$ cat src/rtl/puf_pkg.sv
// Shared definitions for the PUF evaluation controller: FSM encoding and
// default measurement timing.
package puf_pkg;

    localparam int DEF_WINDOW_CYCLES = 200;
    localparam int DEF_SETTLE_CYCLES = 4;
    localparam int DEF_NBITS         = 8;
    localparam int CLEAR_CYCLES      = 2;

    typedef enum logic [2:0] {
        IDLE    = 3'd0,
        CLEAR   = 3'd1,
        RUN     = 3'd2,
        SETTLE  = 3'd3,
        CAPTURE = 3'd4,
        DONE    = 3'd5
    } puf_state_e;

endpackage

$ cat src/rtl/puf_timer.sv
// Loadable 16-bit down-counter; done is high on the last cycle of a loaded
// interval, so a load of N yields exactly N cycles before done is consumed.
module puf_timer (
    input  logic        clk,
    input  logic        reset,
    input  logic        load,
    input  logic [15:0] load_val,
    output logic        done
);

    logic [15:0] cnt_q;
    logic [15:0] cnt_d;

    always_comb begin
        cnt_d = cnt_q;
        if (load) begin
            cnt_d = load_val;
        end else if (cnt_q != 16'd0) begin
            cnt_d = cnt_q - 16'd1;
        end
    end

    always_ff @(posedge clk) begin
        if (reset) begin
            cnt_q <= 16'd0;
        end else begin
            cnt_q <= cnt_d;
        end
    end

    assign done = (cnt_q == 16'd1);

endmodule

$ cat src/rtl/puf_eval_ctrl.sv
// Ring-oscillator PUF evaluation sequencer: per response bit it clears the
// bank counters, runs the oscillators, lets them settle and compares counts.
module puf_eval_ctrl
    import puf_pkg::*;
#(
    parameter int WINDOW_CYCLES = DEF_WINDOW_CYCLES,
    parameter int SETTLE_CYCLES = DEF_SETTLE_CYCLES,
    parameter int NBITS         = DEF_NBITS
) (
    input  logic             clk,
    input  logic             reset,
    input  logic             start,
    input  logic [4:0]       challenge_base,
    input  logic [7:0]       count_a,
    input  logic [7:0]       count_b,
    output logic             ro_en,
    output logic             ro_clr,
    output logic [4:0]       challenge_out,
    output logic [NBITS-1:0] resp,
    output logic [NBITS-1:0] resp_tie,
    output logic             resp_valid,
    input  logic             resp_ready,
    output logic             busy,
    output logic [2:0]       dbg_state
);

    localparam int          IDX_W     = $clog2(NBITS);
    localparam logic [IDX_W-1:0] LAST_IDX = IDX_W'(NBITS - 1);
    localparam logic [15:0] CLR_LOAD  = 16'(CLEAR_CYCLES);
    localparam logic [15:0] WIN_LOAD  = 16'(WINDOW_CYCLES);
    localparam logic [15:0] SET_LOAD  = 16'(SETTLE_CYCLES);

    puf_state_e       state_q;
    logic [IDX_W-1:0] idx_q;
    logic [4:0]       chal_q;
    logic [NBITS-1:0] resp_q;
    logic [NBITS-1:0] tie_q;
    logic             ro_en_q;
    logic             ro_clr_q;
    logic             valid_q;
    logic             busy_q;

    logic             tmr_load;
    logic [15:0]      tmr_val;
    logic             tmr_done;

    // The timer is reloaded on the same edge the FSM enters a timed state.
    always_comb begin
        tmr_load = 1'b0;
        tmr_val  = 16'd0;
        case (state_q)
            IDLE: begin
                if (start) begin
                    tmr_load = 1'b1;
                    tmr_val  = CLR_LOAD;
                end
            end
            CLEAR: begin
                if (tmr_done) begin
                    tmr_load = 1'b1;
                    tmr_val  = WIN_LOAD;
                end
            end
            RUN: begin
                if (tmr_done) begin
                    tmr_load = 1'b1;
                    tmr_val  = SET_LOAD;
                end
            end
            CAPTURE: begin
                if (idx_q != LAST_IDX) begin
                    tmr_load = 1'b1;
                    tmr_val  = CLR_LOAD;
                end
            end
            default: ;
        endcase
    end

    puf_timer u_timer (
        .clk      (clk),
        .reset    (reset),
        .load     (tmr_load),
        .load_val (tmr_val),
        .done     (tmr_done)
    );

    always_ff @(posedge clk) begin
        if (reset) begin
            state_q  <= IDLE;
            idx_q    <= '0;
            chal_q   <= 5'd0;
            resp_q   <= '0;
            tie_q    <= '0;
            ro_en_q  <= 1'b0;
            ro_clr_q <= 1'b1;
            valid_q  <= 1'b0;
            busy_q   <= 1'b0;
        end else begin
            case (state_q)
                IDLE: begin
                    ro_en_q  <= 1'b0;
                    ro_clr_q <= 1'b0;
                    valid_q  <= 1'b0;
                    busy_q   <= 1'b0;
                    if (start) begin
                        state_q  <= CLEAR;
                        chal_q   <= challenge_base;
                        idx_q    <= '0;
                        resp_q   <= '0;
                        tie_q    <= '0;
                        ro_clr_q <= 1'b1;
                        busy_q   <= 1'b1;
                    end
                end
                CLEAR: begin
                    if (tmr_done) begin
                        state_q  <= RUN;
                        ro_clr_q <= 1'b0;
                        ro_en_q  <= 1'b1;
                    end
                end
                RUN: begin
                    if (tmr_done) begin
                        state_q <= SETTLE;
                        ro_en_q <= 1'b0;
                    end
                end
                SETTLE: begin
                    if (tmr_done) begin
                        state_q <= CAPTURE;
                    end
                end
                CAPTURE: begin
                    // Oscillators have been stopped for SETTLE_CYCLES, so counts are stable here.
                    resp_q[idx_q] <= (count_a > count_b);
                    tie_q[idx_q]  <= (count_a == count_b);
                    if (idx_q == LAST_IDX) begin
                        state_q <= DONE;
                        valid_q <= 1'b1;
                    end else begin
                        state_q  <= CLEAR;
                        idx_q    <= idx_q + 1'b1;
                        chal_q   <= chal_q + 5'd1;
                        ro_clr_q <= 1'b1;
                    end
                end
                DONE: begin
                    if (resp_ready) begin
                        state_q <= IDLE;
                        valid_q <= 1'b0;
                        busy_q  <= 1'b0;
                    end
                end
                default: begin
                    state_q <= IDLE;
                    valid_q <= 1'b0;
                    busy_q  <= 1'b0;
                    ro_en_q <= 1'b0;
                end
            endcase
        end
    end

    assign ro_en         = ro_en_q;
    assign ro_clr        = ro_clr_q;
    assign challenge_out = chal_q;
    assign resp          = resp_q;
    assign resp_tie      = tie_q;
    assign resp_valid    = valid_q;
    assign busy          = busy_q;
    assign dbg_state     = state_q;

endmodule

$ cat config.mk
export PLATFORM = sky130hd
export DESIGN_NAME = puf_eval_ctrl
export DESIGN_NICKNAME = d
export VERILOG_FILES = /design/src/rtl/puf_pkg.sv /design/src/rtl/puf_timer.sv /design/src/rtl/puf_eval_ctrl.sv
export SDC_FILE = /design/constraint.sdc
export NUM_CORES = 1
export LEC_CHECK = 0
export BUFFER_PORTS_ARGS = -buffer_cell sky130_fd_sc_hd__buf_2
export CAP_MARGIN = 20
export CORE_MARGIN = 3
export CORE_UTILIZATION = 37
export DETAILED_ROUTE_END_ITERATION = 7
export PLACE_DENSITY = 0.71
export SYNTH_ARGS = -nofsm -noshare
export SYNTH_HDL_FRONTEND = slang
export SYNTH_SLANG_ARGS = --single-unit
$ cat constraint.sdc
create_clock -name clk -period 1.8 [get_ports clk]
set_clock_uncertainty 0.05 [all_clocks]
set_input_delay 0.36 -clock clk [delete_from_list [all_inputs] [get_ports clk]]
set_output_delay 0.36 -clock clk [all_outputs]
set_load 0.03 [all_outputs]
## Word-level counts from Yosys, hierarchy flattened

Cells that the tools add are included.

| word-level totals | value |
|---|---|
| flip-flop bits (word level) | 47 |
| latch bits | 0 |
| bits in writable memories | 0 |
| ROM bits | 0 |
| bits of input ports | 25 |
| word-level logic and storage cells | 92 |
| memories | 0 |

| operators by class | value |
|---|---|
| add/sub/neg operators | 3 |
| multipliers | 0 |
| div/mod/pow operators | 0 |
| $lt $le $gt $ge | 3 |
| equal/unequal tests | 16 |
| shift-type cells | 0 |
| multiplexer cells | 40 |
| bitwise gates (word level) | 3 |
| reduce and logical (&&, ||, !) cells | 17 |

Operator list:

| cell | number |
|---|---|
| $mux 16 | 2 |
| $pmux 8 s2 | 2 |
| $pmux 8 s4 | 1 |
| $mux 3 | 9 |
| $pmux 3 s6 | 1 |
| $bwmux 8 | 2 |
| $eq 16x1->1 const B | 1 |
| $mux 8 | 2 |
| $reduce_bool 16->1 | 1 |
| $sub 16x1->16 const B | 1 |
| $pmux 1 s3 | 5 |
| $ne 2x2->1 const B | 7 |
| $reduce_and 3->1 | 4 |
| $mux 5 | 2 |
| $pmux 5 s2 | 1 |
| $eq 3x3->1 const B | 3 |
| $mux 1 | 9 |
| $eq 8x8->1 | 1 |
| $gt 8x8->1 | 1 |
| $eq 3x2->1 const B | 2 |
| $pmux 3 s2 | 1 |
| $reduce_or 3->1 | 2 |
| $add 5x1->5 const B | 1 |
| $reduce_and 5->1 | 1 |
| other kinds (15) | 20 |

## Longest topological paths before layout

| depth | value |
|---|---|
| word-level depth | 6 |
| gate-level depth with buffers | 9 |

## Cells and area by module

A second synthesis with hierarchy kept.

| second synthesis, totals | value |
|---|---|
| cell total of the unflattened synthesis | 332 |
| area total of the unflattened synthesis | 2666.3 um2 |

By module, submodules not included:

| module | times used | cells an instance | area an instance (um2) | seq. area each (um2) |
|---|---|---|---|---|
| puf_eval_ctrl | 1 | 217 | 1720.4 | 620.6 |
| puf_timer | 1 | 115 | 945.9 | 320.3 |

## Worst setup path after synthesis

Ideal clock, no wire load.

| path | value |
|---|---|
| path kind | register -> register |
| from | register state_q[2] (netlist: dbg_state[2]) |
| to | register tie_q[2] (netlist: resp_tie[2]) |
| setup time | 128 ps |
| arrival | 1936 ps |
| required time | 1622 ps |
| slack | -314 ps |
| stages on the path, launching flop included | 6 |
| path buffers | 1 |
| path through | dfxtp_1 buf_2 or3b_2 or4b_1 a31oi_1 nor2_1 |

| on the way | value |
|---|---|
| cells in the longest elaborated chain, start to end | 3 |
| elaborated cells on any way between the ends | 6 |
| classes of those cells | eq/ne (2); mux (1); reduce/logical (3) |

RTL lines:

| element | RTL line | text |
|---|---|---|
| from (decl) | puf_eval_ctrl.sv:33 | `puf_state_e state_q;` |
| from (signal assigned) | puf_eval_ctrl.sv:90 | `state_q <= IDLE;` |
| from (signal assigned) | puf_eval_ctrl.sv:107 | `state_q <= CLEAR;` |
| from (signal assigned) | puf_eval_ctrl.sv:118 | `state_q <= RUN;` |
| $eq 3x3->1 / $logic_not 3->1 (equally long branches) | puf_eval_ctrl.sv:100 | `case (state_q)` |
| $reduce_bool 2->1 (no source line) / $ne 2x2->1 (equally long branches) | -- |  |
| $reduce_and 2->1 (no source line) | -- |  |
| to (signal, indexed assignment) | puf_eval_ctrl.sv:137 | `tie_q[idx_q] <= (count_a == count_b);` |
| to (decl) | puf_eval_ctrl.sv:37 | `logic [NBITS-1:0] tie_q;` |

Parallel ways exist; a longest one is shown, timed or not.
A chain may end at the register's enable or synchronous reset.

## Final worst setup path

| path | value |
|---|---|
| from | register u_timer.cnt_q[13] |
| to | register u_timer.cnt_q[3] |

| on the way | value |
|---|---|
| cells in the longest elaborated chain, start to end | 4 |
| elaborated cells on any way between the ends | 8 |
| classes of those cells | eq/ne (1); mux (5); reduce/logical (2) |

RTL lines:

| element | RTL line | text |
|---|---|---|
| from (decl) | puf_timer.sv:11 | `logic [15:0] cnt_q;` |
| from (signal assigned) | puf_timer.sv:27 | `cnt_q <= cnt_d;` |
| $eq 16x1->1 | puf_timer.sv:31 | `assign done = (cnt_q == 16'd1);` |
| $mux 8 / $mux 1 (equally long branches) | puf_eval_ctrl.sv:59, puf_eval_ctrl.sv:65 |  |
| $pmux 8 s4 / $pmux 1 s3 (equally long branches) | puf_eval_ctrl.sv:51 | `case (state_q)` |
| $mux 16 / $reduce_bool 2->1 (equally long branches) | -- |  |

Parallel ways exist; a longest one is shown, timed or not.

==> flow_metrics.tcl <==
set metrics [dict create \
    startpoint "u_timer.cnt_q[13]$_SDFFE_PP0P_" \
    grt_start_max_net_pins 21 \
    rr_startpoint "u_timer.cnt_q[13]$_SDFFE_PP0P_" \
    worstMarginPinSlew_ns 0.470 \
    drc 0 \
    power_leakage_nw 1.50 \
    first_iter_violations 155 \
    fmax_ghz 0.511 \
    routedWlPerCell_um 14.5 \
    coreArea_um2 6460 \
    cts_made_buffers 5 \
    gp_congestion 0.853 \
    grt_pass1_vias 2396 \
    critical_path.max_fanout 7 \
    timing.rr.end "u_timer.cnt_q[3]$_SDFFE_PP0P_" \
    synth.distinct_cells 51 \
    htreeDepth 2 \
    synthArstFlopShare 0 \
    cpMaxStageDelayCell "or4_4" \
    grt_overflow 0 \
    worstPathRequired_ns 1.92 \
    cts.sinks 47 \
    placed_cell_area_um2 3150 \
    yosys-top-cells-count "dfxtp_1, nor2_1, o21ai_0" \
    cts_tree "built" \
    syn_to_final_growth_pct 40.3 \
    status "complete, but fails checks" \
    worstSkewPairLatency_ns 0.30 \
    drt_pass1_iterations 4 \
    routed_wl_um 6930 \
    antenna_found_initial 0 \
    cpPeakStageDelay_ns 0.59 \
    met2_usage 0.292 \
    synth_seq_cells 47 \
    synth_area_leaders "dfxtp_1, ha_1, nor2_1" \
    row_count 29 \
    maxCapViolCount 0 \
    grt_use_met1 0.234 \
    vias_per_cell 5.36 \
    holdPathStages 3 \
    ant_nets 0 \
    numPortBuffers 52 \
    nets 438 \
    period_share 1.09 \
    grt_util_met3 0.0335 \
    violations "setup timing" \
    critical_path.startpoint_type "register" \
    ys_seq_area_frac 0.376 \
    reg2reg_depth 5 \
    critical_path_class "reg2reg" \
    die_w_um 88.2 \
    initial_core_util 0.387 \
    dieHeight_um 88.2 \
    crit_chain "or4_4 -> nor4_4 -> a21oi_4 -> o21ai_0 -> a221oi_2" \
    syn_inst 305 \
    fin_tns_setup_ns -1.21 \
    die_area_um2 7790 \
    antennaDiodeCount 0 \
    rsz0062_at_grt "yes" \
    layout-drive-gt1-share 0.401 \
    cts.path.max_buffers 2 \
    cp.arrival_ns 2.08 \
    maxSlewViolCount 0 \
    slew_headroom 0.686 \
    synth_flop_cell "dfxtp_1" \
    cp-end-kind "register" \
    fin_crit_ns 1.96 \
    ir_drop_mv 0.571 \
    holdCritPathClass "in2reg" \
    crit_end "u_timer.cnt_q[3]$_SDFFE_PP0P_" \
    rrSetupSlack_ns -0.16 \
    busiest_layer "met2" \
    synthesis.area_um2 2500 \
    top_level_ports 53 \
    yosysMostFrequentCell "dfxtp_1" \
    finalHoldViolations 0 \
    synth_area_per_cell_um2 8.20 \
    yosysTopAreaCellShare 0.376 \
    vias 2560 \
    cts_hold_buf 0 \
    power_density_nw_per_um2 1390 \
    root_buffer "clkbuf_8" \
    grt_pass1_wl_um 11100 \
    synth_edf_count 0 \
    setup_viol 16 \
    fin_area_um2 3510 \
    dpl.hpwl_um 4680 \
    synth_fp_nets 343 \
    yosys.area.top_type "dfxtp_1" \
    yosysWarningCount 0 \
    fin_ws_ns -0.158 \
    cts.clk_slew.worst_paths_ns 0.09 \
    grt_usage 0.178 \
]
-- logic make-up after synthesis --
logic type,Yosys count,synth area share
simple gates,129,0.283
compound gates,71,0.170
flops,47,0.376
buf+inv,29,0.0490
xor+xnor,14,0.0490
fa+ha+maj,13,0.0650
mux,2,0.00850
-- repair_timing --
item,CTS,global route
pin swaps,10,15
gates resized for setup,22,19
setup endpoints to repair,18,27
cloned,1,0
setup buffers,1,6
-- stage by stage --
stage	total power, W	utilization	hold WS, ns	cells	worst slack (ns)
after floorplan	0.00279	-	0.464	305	-0.0861
after detailed placement	0.00351	0.488	0.407	462	-0.182
after global placement	0.00346	0.488	0.401	462	-0.124
final	0.00487	0.544	0.313	478	-0.158
after CTS	0.00439	0.520	0.276	472	-0.144
after global routing	0.00516	0.544	0.339	478	-0.233
-- placed cells by master, fill, tap and decap left out, types with 2 or more instances in the layout --
master / Yosys / final
ha_4: 0 / 2
buf_4: 1 / 49
nor4_1: 7 / 2
nor2_2: 1 / 3
o21ai_2: 0 / 2
nor4_2: 0 / 3
nand2_1: 20 / 20
or3b_4: 0 / 2
ha_1: 13 / 11
nor2b_1: 3 / 3
nor4_4: 2 / 4
xnor2_1: 10 / 9
a31oi_1: 12 / 12
nand4b_1: 2 / 2
a221oi_2: 0 / 2
nand3_1: 16 / 15
xor2_1: 4 / 4
a21oi_2: 1 / 2
buf_6: 1 / 3
inv_1: 12 / 11
clkbuf_8: 0 / 5
dfxtp_1: 47 / 42
nand2b_1: 2 / 2
o211ai_1: 2 / 2
nand2b_4: 0 / 2
or4b_4: 0 / 3
nor2_1: 39 / 36
or4_4: 2 / 3
a211oi_1: 5 / 3
a21oi_1: 20 / 18
nand3b_1: 4 / 4
nor3_1: 10 / 6
dfxtp_2: 0 / 4
nand4_1: 6 / 6
nor3_2: 0 / 3
buf_2: 2 / 52
o21ai_0: 21 / 20
-- worst min-delay path by stage --
stage / startpoint / endpoint
floorplan: idx_q[1]$_SDFFE_PP0P_ / idx_q[1]$_SDFFE_PP0P_
global route: challenge_base[0] / challenge_out[0]$_SDFFE_PP0P_
finish: challenge_base[1] / challenge_out[1]$_SDFFE_PP0P_
global placement: resp[7]$_SDFFE_PP0P_ / resp[7]$_SDFFE_PP0P_
CTS: challenge_base[1] / challenge_out[1]$_SDFFE_PP0P_
detailed placement: resp[1]$_SDFFE_PP0P_ / resp[1]$_SDFFE_PP0P_
-- registers in the layout (all words and copies together) (netlist names) --
register	cells
u_timer.cnt_q	16
resp	8
resp_tie	8
challenge_out	5
dbg_state	3
idx_q	3
busy	1
resp_valid	1
ro_clr	1
ro_en	1
-- critical path, delay by kind of cell (launching register included) --
family	cells	cell delay, ns
AO/OA/AOI/OAI	3	0.45
flip-flops	1	0.32
AND/OR/NAND/NOR	2	1.01
-- cell type report --
cell class	count	area (um2)
Multi-Input combinational cell	230	1670
Tap cell	77	96.3
Inverter	12	45.0
Timing Repair Buffer	104	662
Clock inverter	2	12.5
Sequential cell	47	950
Fill cell	589	2950
Clock buffer	6	72.6
-- routing by layer --
layer / wire (um) / share of wire
met1: 3140 / 0.45
met2: 3370 / 0.49
met3: 300 / 0.043
met4: 122 / 0.018
met5: 0 / 0
-- report_power, final --
group	internal (W)	switching, W	leakage, nW
combinational	0.00141	0.00151	1.08
clock	0.000272	0.000362	0.0412
sequential	0.00119	0.000119	0.384
Note: power is estimated with default switching activity, not from simulation.
